`src/rtl/aes_pkg.sv`:
```
// Shared AES-128 types and constants for the encrypt datapath.
package aes_pkg;

  localparam int unsigned AES_NR = 10;
  localparam int unsigned AES_W  = 128;

  typedef logic [AES_W-1:0] aes_state_t;
  typedef logic [3:0]       aes_round_t;

  typedef struct packed {
    aes_state_t state;
    aes_round_t round;
    logic       last;
  } aes_ark_word_t;

  // Round counter advance: wraps to 0 after the final round.
  function automatic aes_round_t aes_next_round(input aes_round_t r, input aes_round_t nr);
    return (r == nr) ? '0 : r + 4'd1;
  endfunction

endpackage

```
`src/rtl/aes_add_round_key_stage_if.sv`:
```
// State, round-key and output streams of the AddRoundKey stage.
interface aes_add_round_key_stage_if;
  import aes_pkg::*;

  logic       s_valid;
  logic       s_ready;
  aes_state_t s_state;
  logic       s_first;
  logic       k_valid;
  logic       k_ready;
  aes_state_t k_key;
  logic       m_valid;
  logic       m_ready;
  aes_state_t m_state;
  aes_round_t m_round;
  logic       m_last;

  // Stage side.
  modport slave (
    input  s_valid, s_state, s_first, k_valid, k_key, m_ready,
    output s_ready, k_ready, m_valid, m_state, m_round, m_last
  );

  // Producer/consumer side.
  modport master (
    output s_valid, s_state, s_first, k_valid, k_key, m_ready,
    input  s_ready, k_ready, m_valid, m_state, m_round, m_last
  );

endinterface

```
`src/rtl/aes_skid_fifo2.sv`:
```
// Two-entry valid/ready queue carrying {state, round, last}; head drives the output.
module aes_skid_fifo2
  import aes_pkg::*;
(
  input  logic          clk,
  input  logic          rst,
  input  logic          in_valid,
  output logic          in_ready,
  input  aes_ark_word_t in_word,
  output logic          out_valid,
  input  logic          out_ready,
  output aes_ark_word_t out_word
);

  aes_ark_word_t mem_q [2];
  aes_ark_word_t mem_d [2];
  logic          wr_ptr_q, wr_ptr_d;
  logic          rd_ptr_q, rd_ptr_d;
  logic [1:0]    count_q, count_d;
  logic          full;
  logic          push;
  logic          pop;

  assign full      = (count_q == 2'd2);
  assign in_ready  = ~full;
  assign out_valid = (count_q != 2'd0);
  assign out_word  = mem_q[rd_ptr_q];

  // A full queue refuses a push even when the head pops in the same cycle.
  assign push = in_valid & ~full;
  assign pop  = out_valid & out_ready;

  always_comb begin
    mem_d    = mem_q;
    wr_ptr_d = wr_ptr_q;
    rd_ptr_d = rd_ptr_q;
    count_d  = count_q;
    if (push) begin
      mem_d[wr_ptr_q] = in_word;
      wr_ptr_d        = ~wr_ptr_q;
    end
    if (pop) begin
      rd_ptr_d = ~rd_ptr_q;
    end
    if (push && !pop) begin
      count_d = count_q + 2'd1;
    end else if (pop && !push) begin
      count_d = count_q - 2'd1;
    end
  end

  always_ff @(posedge clk) begin
    if (rst) begin
      mem_q    <= '{default: '0};
      wr_ptr_q <= 1'b0;
      rd_ptr_q <= 1'b0;
      count_q  <= '0;
    end else begin
      mem_q    <= mem_d;
      wr_ptr_q <= wr_ptr_d;
      rd_ptr_q <= rd_ptr_d;
      count_q  <= count_d;
    end
  end

endmodule

```
`src/rtl/aes_add_round_key_stage.sv`:
```
// Registered AddRoundKey stage: joins state and key streams, XORs, tags round, queues.
// Optional macro AES_ARK_STATS_EN enables the completed-block counter on blk_count.
module aes_add_round_key_stage
  import aes_pkg::*;
#(
  parameter int unsigned NR = AES_NR,
  parameter int unsigned W  = AES_W
) (
  input  logic                        clk,
  input  logic                        rst,
  aes_add_round_key_stage_if.slave    bus,
  output logic                        err,
  output logic [31:0]                 blk_count
);

  localparam aes_round_t NR_R = aes_round_t'(NR);

  aes_round_t    round_q, round_d;
  logic          err_q, err_d;
  aes_round_t    tag;
  logic          fire;
  logic          join_valid;
  logic          fifo_in_ready;
  logic [W-1:0]  xor_state;
  aes_ark_word_t in_word;
  aes_ark_word_t out_word;

  assign join_valid  = bus.s_valid & bus.k_valid;
  assign fire        = join_valid & fifo_in_ready;
  assign xor_state   = bus.s_state ^ bus.k_key;
  assign bus.s_ready = fifo_in_ready;
  assign bus.k_ready = fifo_in_ready;

  // s_first forces round 0 so a stray first marker resynchronises the counter.
  always_comb begin
    tag     = bus.s_first ? '0 : round_q;
    round_d = round_q;
    err_d   = err_q;
    if (fire) begin
      round_d = aes_next_round(tag, NR_R);
      if (bus.s_first && (round_q != '0)) begin
        err_d = 1'b1;
      end
      if (!bus.s_first && (round_q == '0)) begin
        err_d = 1'b1;
      end
    end
  end

  always_comb begin
    in_word       = '0;
    in_word.state = xor_state;
    in_word.round = tag;
    in_word.last  = (tag == NR_R);
  end

  always_ff @(posedge clk) begin
    if (rst) begin
      round_q <= '0;
      err_q   <= 1'b0;
    end else begin
      round_q <= round_d;
      err_q   <= err_d;
    end
  end

  assign err = err_q;

  aes_skid_fifo2 u_queue (
    .clk       (clk),
    .rst       (rst),
    .in_valid  (join_valid),
    .in_ready  (fifo_in_ready),
    .in_word   (in_word),
    .out_valid (bus.m_valid),
    .out_ready (bus.m_ready),
    .out_word  (out_word)
  );

  assign bus.m_state = out_word.state;
  assign bus.m_round = out_word.round;
  assign bus.m_last  = out_word.last;

`ifdef AES_ARK_STATS_EN
  logic [31:0] blk_count_q, blk_count_d;

  // A last-tagged word can never carry s_first, so error fires are excluded.
  always_comb begin
    blk_count_d = blk_count_q;
    if (fire && in_word.last) begin
      blk_count_d = blk_count_q + 32'd1;
    end
  end

  always_ff @(posedge clk) begin
    if (rst) begin
      blk_count_q <= '0;
    end else begin
      blk_count_q <= blk_count_d;
    end
  end

  assign blk_count = blk_count_q;
`else
  assign blk_count = '0;
`endif

endmodule

```
`src/flat_wrapper.sv`:
```
// flat-port wrapper written by rule: the top's interface ports become plain ports
module aes_add_round_key_stage_flat import aes_pkg::*;
#(
  parameter int unsigned NR = AES_NR,
  parameter int unsigned W  = AES_W
)
  (clk, rst, err, blk_count, bus_s_valid, bus_s_state, bus_s_first, bus_k_valid, bus_k_key, bus_m_ready, bus_s_ready, bus_k_ready, bus_m_valid, bus_m_state, bus_m_round, bus_m_last);
  aes_add_round_key_stage_if bus_i ();
  input  logic clk;
  input  logic rst;
  output logic err;
  output logic [31:0] blk_count;
  input wire logic [$bits(bus_i.s_valid)-1:0] bus_s_valid;
  input wire logic [$bits(bus_i.s_state)-1:0] bus_s_state;
  input wire logic [$bits(bus_i.s_first)-1:0] bus_s_first;
  input wire logic [$bits(bus_i.k_valid)-1:0] bus_k_valid;
  input wire logic [$bits(bus_i.k_key)-1:0] bus_k_key;
  input wire logic [$bits(bus_i.m_ready)-1:0] bus_m_ready;
  output wire logic [$bits(bus_i.s_ready)-1:0] bus_s_ready;
  output wire logic [$bits(bus_i.k_ready)-1:0] bus_k_ready;
  output wire logic [$bits(bus_i.m_valid)-1:0] bus_m_valid;
  output wire logic [$bits(bus_i.m_state)-1:0] bus_m_state;
  output wire logic [$bits(bus_i.m_round)-1:0] bus_m_round;
  output wire logic [$bits(bus_i.m_last)-1:0] bus_m_last;
  assign bus_i.s_valid = bus_s_valid;
  assign bus_i.s_state = bus_s_state;
  assign bus_i.s_first = bus_s_first;
  assign bus_i.k_valid = bus_k_valid;
  assign bus_i.k_key = bus_k_key;
  assign bus_i.m_ready = bus_m_ready;
  assign bus_s_ready = bus_i.s_ready;
  assign bus_k_ready = bus_i.k_ready;
  assign bus_m_valid = bus_i.m_valid;
  assign bus_m_state = bus_i.m_state;
  assign bus_m_round = bus_i.m_round;
  assign bus_m_last = bus_i.m_last;
  aes_add_round_key_stage #(.NR(NR), .W(W)) u_core (.clk(clk), .rst(rst), .bus(bus_i), .err(err), .blk_count(blk_count));
endmodule
```
`config.mk`:
```
export PLATFORM = sky130hd
export DESIGN_NAME = aes_add_round_key_stage_flat
export DESIGN_NICKNAME = d
export VERILOG_FILES = /design/src/rtl/aes_pkg.sv /design/src/rtl/aes_add_round_key_stage_if.sv /design/src/rtl/aes_skid_fifo2.sv /design/src/rtl/aes_add_round_key_stage.sv /design/src/flat_wrapper.sv
export SDC_FILE = /design/constraint.sdc
export NUM_CORES = 1
export LEC_CHECK = 0
export CAP_MARGIN = 10
export CORE_ASPECT_RATIO = 1.25
export CORE_UTILIZATION = 48
export DETAILED_ROUTE_END_ITERATION = 16
export PLACE_DENSITY = 0.81
export SYNTH_ARGS = -nofsm -noshare
export SYNTH_HDL_FRONTEND = slang
export SYNTH_HIERARCHICAL = 1
export SYNTH_SLANG_ARGS = --single-unit
```
`constraint.sdc`:
```
create_clock -name clk -period 2.4 [get_ports clk]
set_input_delay 0.36 -clock clk [delete_from_list [all_inputs] [get_ports clk]]
set_output_delay 0.36 -clock clk [all_outputs]
set_load 0.02 [all_outputs]
```
==> flow_metrics.py <==
metrics = {
    "logic_synthesis": {
        "synth_top_family_by_area": "multiplexers",
        "synth_simple_gate_area_share": 0.184,
        "synth_seq_cells": 275,
        "synth-compound-area-share": 0.0972,
        "synth_mux_area_frac": 0.195,
        "synth_cell_type_count": 37,
        "synth_area_leaders": "dfxtp_1 38%, nand2b_1 12%, mux2_2 10%",
        "yosysTopAreaCell": "dfxtp_1",
        "yosysWarnings": 6,
        "synth.top_cell.area_share": 0.379,
        "yosysSeqAreaShare": 0.379,
        "synthXorXnorAreaFrac": 0.0802,
        "syn_area_per_cell_sq_um": 9.41,
        "synth_area_sq_um": 14500,
        "synthAdderAreaFrac": 0.000861,
        "synthCells": 1544,
    },
    "power": {
        "max-vdd-ir-drop_mv": 0.621,
        "p_leak_uw": 0.00989,
        "powerDensity_nw_per_um2": 680,
    },
    "floorplan": {
        "start_util": 0.492,
        "die_width_um": 158,
        "die_area_sq_um": 31000,
        "die_y_um": 196,
        "core_area_sq_um": 29500,
        "row_count": 70,
        "io_pins": 431,
    },
    "min_path": {
        "hold_path.startpoint": "rst",
        "hp-class": "in -> reg",
        "worstHoldPathCells": 2,
        "holdPathEnd": "u_core/u_queue/rd_ptr_q$_SDFFE_PP0P_",
    },
    "detailed_routing": {
        "route.vias.total": 11700,
        "drt-total-wl_um": 37900,
        "drt-pass1-iter-count": 5,
        "detail-route-antenna-nets": 0,
        "avgViaCountPerCell": 5.11,
        "routedWlPerCell_um": 16.6,
        "drt_iter0_drc": 575,
        "drc_errors": 0,
    },
    "critical_path": {
        "critPathKind": "reg -> out",
        "worstSetupStartpointType": "flip-flop",
        "r2r_start": "u_core/u_queue/count_q[1]$_SDFFE_PP0P_",
        "rr_worst_depth": 4,
        "cp.required_ps": 2040,
        "worstPathArrival_ps": 2120,
        "end_kind": "output pin",
        "cp_max_fo": 14,
        "rr_endpoint": "u_core/u_queue/mem_q[213]$_SDFFE_PP0P_",
        "rrSetupSlack_ps": 710,
    },
    "global_routing": {
        "grt_pass1_wl_um": 58500,
        "grt_usage": 0.233,
        "grt_max_degree": 91,
        "grt_remaining_overflow": 0,
        "antenna_found_initial": 0,
        "grt_pass1_vias": 11900,
    },
    "outcome": {
        "violations": "setup timing",
        "outcome": "finished, violations left",
    },
    "run": {
        "drv_cap": 0,
    },
    "cts": {
        "htree_levels": 1,
        "postCtsHoldBufs": 0,
        "cts.sinks": 275,
        "insertion_delay_ps": 520,
        "cts_buffers": 27,
        "cts_tree": "built",
        "clk_pin_slew_ps": 60,
        "clock_path_buffers": 3,
        "cts-root-buf": "clkbuf_16",
    },
    "cells_and_area": {
        "nets": 2140,
        "final_util": 0.669,
        "antenna_cells": 0,
        "drive_above_1_share": 0.123,
        "area_growth_pct": 35.9,
    },
    "sta": {
        "period_share": 1.03,
        "maxSlewViolCount": 0,
        "fin_hold_ws_ps": 233,
        "clock.fmax_mhz": 404,
        "rsz0062_at_grt": "yes",
        "hold_viol_final": 0,
        "finalSetupViolations": 12,
        "max_slew_margin": 0.496,
        "tightest_slew_ps": 756,
        "fin_skew_ps": 11.9,
        "fin_ws_ps": -75.1,
        "period_minus_slack_ps": 2480,
    },
    "placed_design": {
        "portBuffers": 398,
        "dp_hpwl_um": 25100,
        "gp_congestion": 0.760,
    },
}
[critical path, cell delays in order, from the launching register on]
cell             delay, ps
dfxtp_4                460
buf_8                  230
mux2_2                 350
clkdlybuf4s50_1        540
[layer usage]
layer	global-route usage	wire (um)
met2	0.435	19500
met3	0.0488	2700
met5	0	0
met4	0.0525	668
met1	0.266	15100
[where the power goes]
group	leakage, uW	switching [uW]	internal, uW
registers	0.00223	195	4890
logic	0.00723	2210	1970
clock network	0.000428	1720	2440
[cells by family (layout without fill, tap and decap cells)]
| family | Yosys count | after routing |
|---|---|---|
| AOI/OAI and AO/OA | 281 | 281 |
| xor gates and xnor gates | 133 | 133 |
| adders and majority gates | 1 | 1 |
| buffers and inverters | 160 | 478 |
| DFF | 275 | 275 |
| muxes | 266 | 266 |
| other | 1 | 32 |
| and+or+nand+nor | 427 | 427 |
[sequential cells by signal (all words and copies together) (netlist names)]
signal / cells
u_core/err: 1
u_core/round_q: 4
u_core/u_queue/count_q: 2
u_core/u_queue/mem_q: 266
u_core/u_queue/rd_ptr_q: 1
u_core/u_queue/wr_ptr_q: 1
[how the worst max path moves through the flow]
stage	start	endpoint	slack [ps]	cells past startpoint
finish	u_core/u_queue/rd_ptr_q$_SDFFE_PP0P_	bus_m_state[5]	-80	3
global route	u_core/u_queue/rd_ptr_q$_SDFFE_PP0P_	bus_m_state[5]	-120	3
CTS	u_core/u_queue/rd_ptr_q$_SDFFE_PP0P_	bus_m_state[24]	-200	3
detailed placement	bus_s_valid	u_core/u_queue/count_q[1]$_SDFFE_PP0P_	210	7
global placement	bus_s_valid	u_core/u_queue/count_q[1]$_SDFFE_PP0P_	260	7
floorplan	u_core/u_queue/count_q[1]$_SDFFE_PP0P_	u_core/u_queue/count_q[1]$_SDFFE_PP0P_	490	8
[layout by cell type, fill, tap and decap left out, types with 59 or more instances in the layout]
cell             netlist  routed
clkdlybuf4s50_1        0     266
dfxtp_1              275     274
dlymetal6s2s_1         0     103
mux2_2               133     133
mux2i_1              133     133
nand2b_1             270     268
nor2b_1              135     135
o21ai_0              212     212
o21ai_1               59      59
xor2_1               132     132
[final cells by class]
| class | instances | area, sq um |
|---|---|---|
| fillers | 2356 | 9770 |
| multi-input cells | 1140 | 8250 |
| flip-flops and latches | 275 | 5510 |
| repair buffers | 428 | 4610 |
| clock buffers | 41 | 820 |
| well taps | 396 | 495 |
| clock inverters | 4 | 45.0 |
| inverters | 5 | 21.3 |
[repair_timing]
item | in CTS | in global routing
setup buffers | 0 | 2
endpoints found under the setup margin | 133 | 105
gates cloned | 0 | 4
hold endpoints to repair | 0 | 0
pin swaps | 0 | 0
gates resized for setup | 28 | 143
[cell usage after synthesis]
cell type / count
inv_4: 1
nand3b_1: 1
nand2b_1: 270
buf_4: 33
clkbuf_1: 75
nor2_1: 6
or2_2: 1
nor4_2: 1
conb_1: 1
a211oi_1: 2
xnor2_1: 1
or3_1: 1
nand3_1: 1
buf_6: 22
ha_1: 1
and2_2: 1
buf_2: 22
xor2_1: 132
nor3_1: 2
or4_1: 1
nor4_1: 1
and3_4: 1
nand2_1: 1
a21oi_1: 7
dfxtp_1: 275
a31oi_1: 1
nor4b_1: 1
nor2b_1: 135
inv_1: 4
o21ai_0: 212
mux2_2: 133
nor2b_2: 1
nand3_2: 1
mux2i_1: 133
clkbuf_2: 3
and3_2: 1
o21ai_1: 59
[stage by stage]
stage / instance area, sq um / instances / power [uW] / TNS (ps) / worst slack (ps)
finish: 19700 / 2289 / 13400 / -468 / -75.1
global route: 19700 / 2289 / 14000 / -1170 / -125
CTS: 19400 / 2283 / 13400 / -16790 / -196
detailed placement: 18600 / 2238 / 9260 / 0 / 213
global placement: 18600 / 2238 / 9230 / 0 / 260
floorplan: 14600 / 1575 / 7610 / 0 / 493
Power figures use the tool's default switching activity.
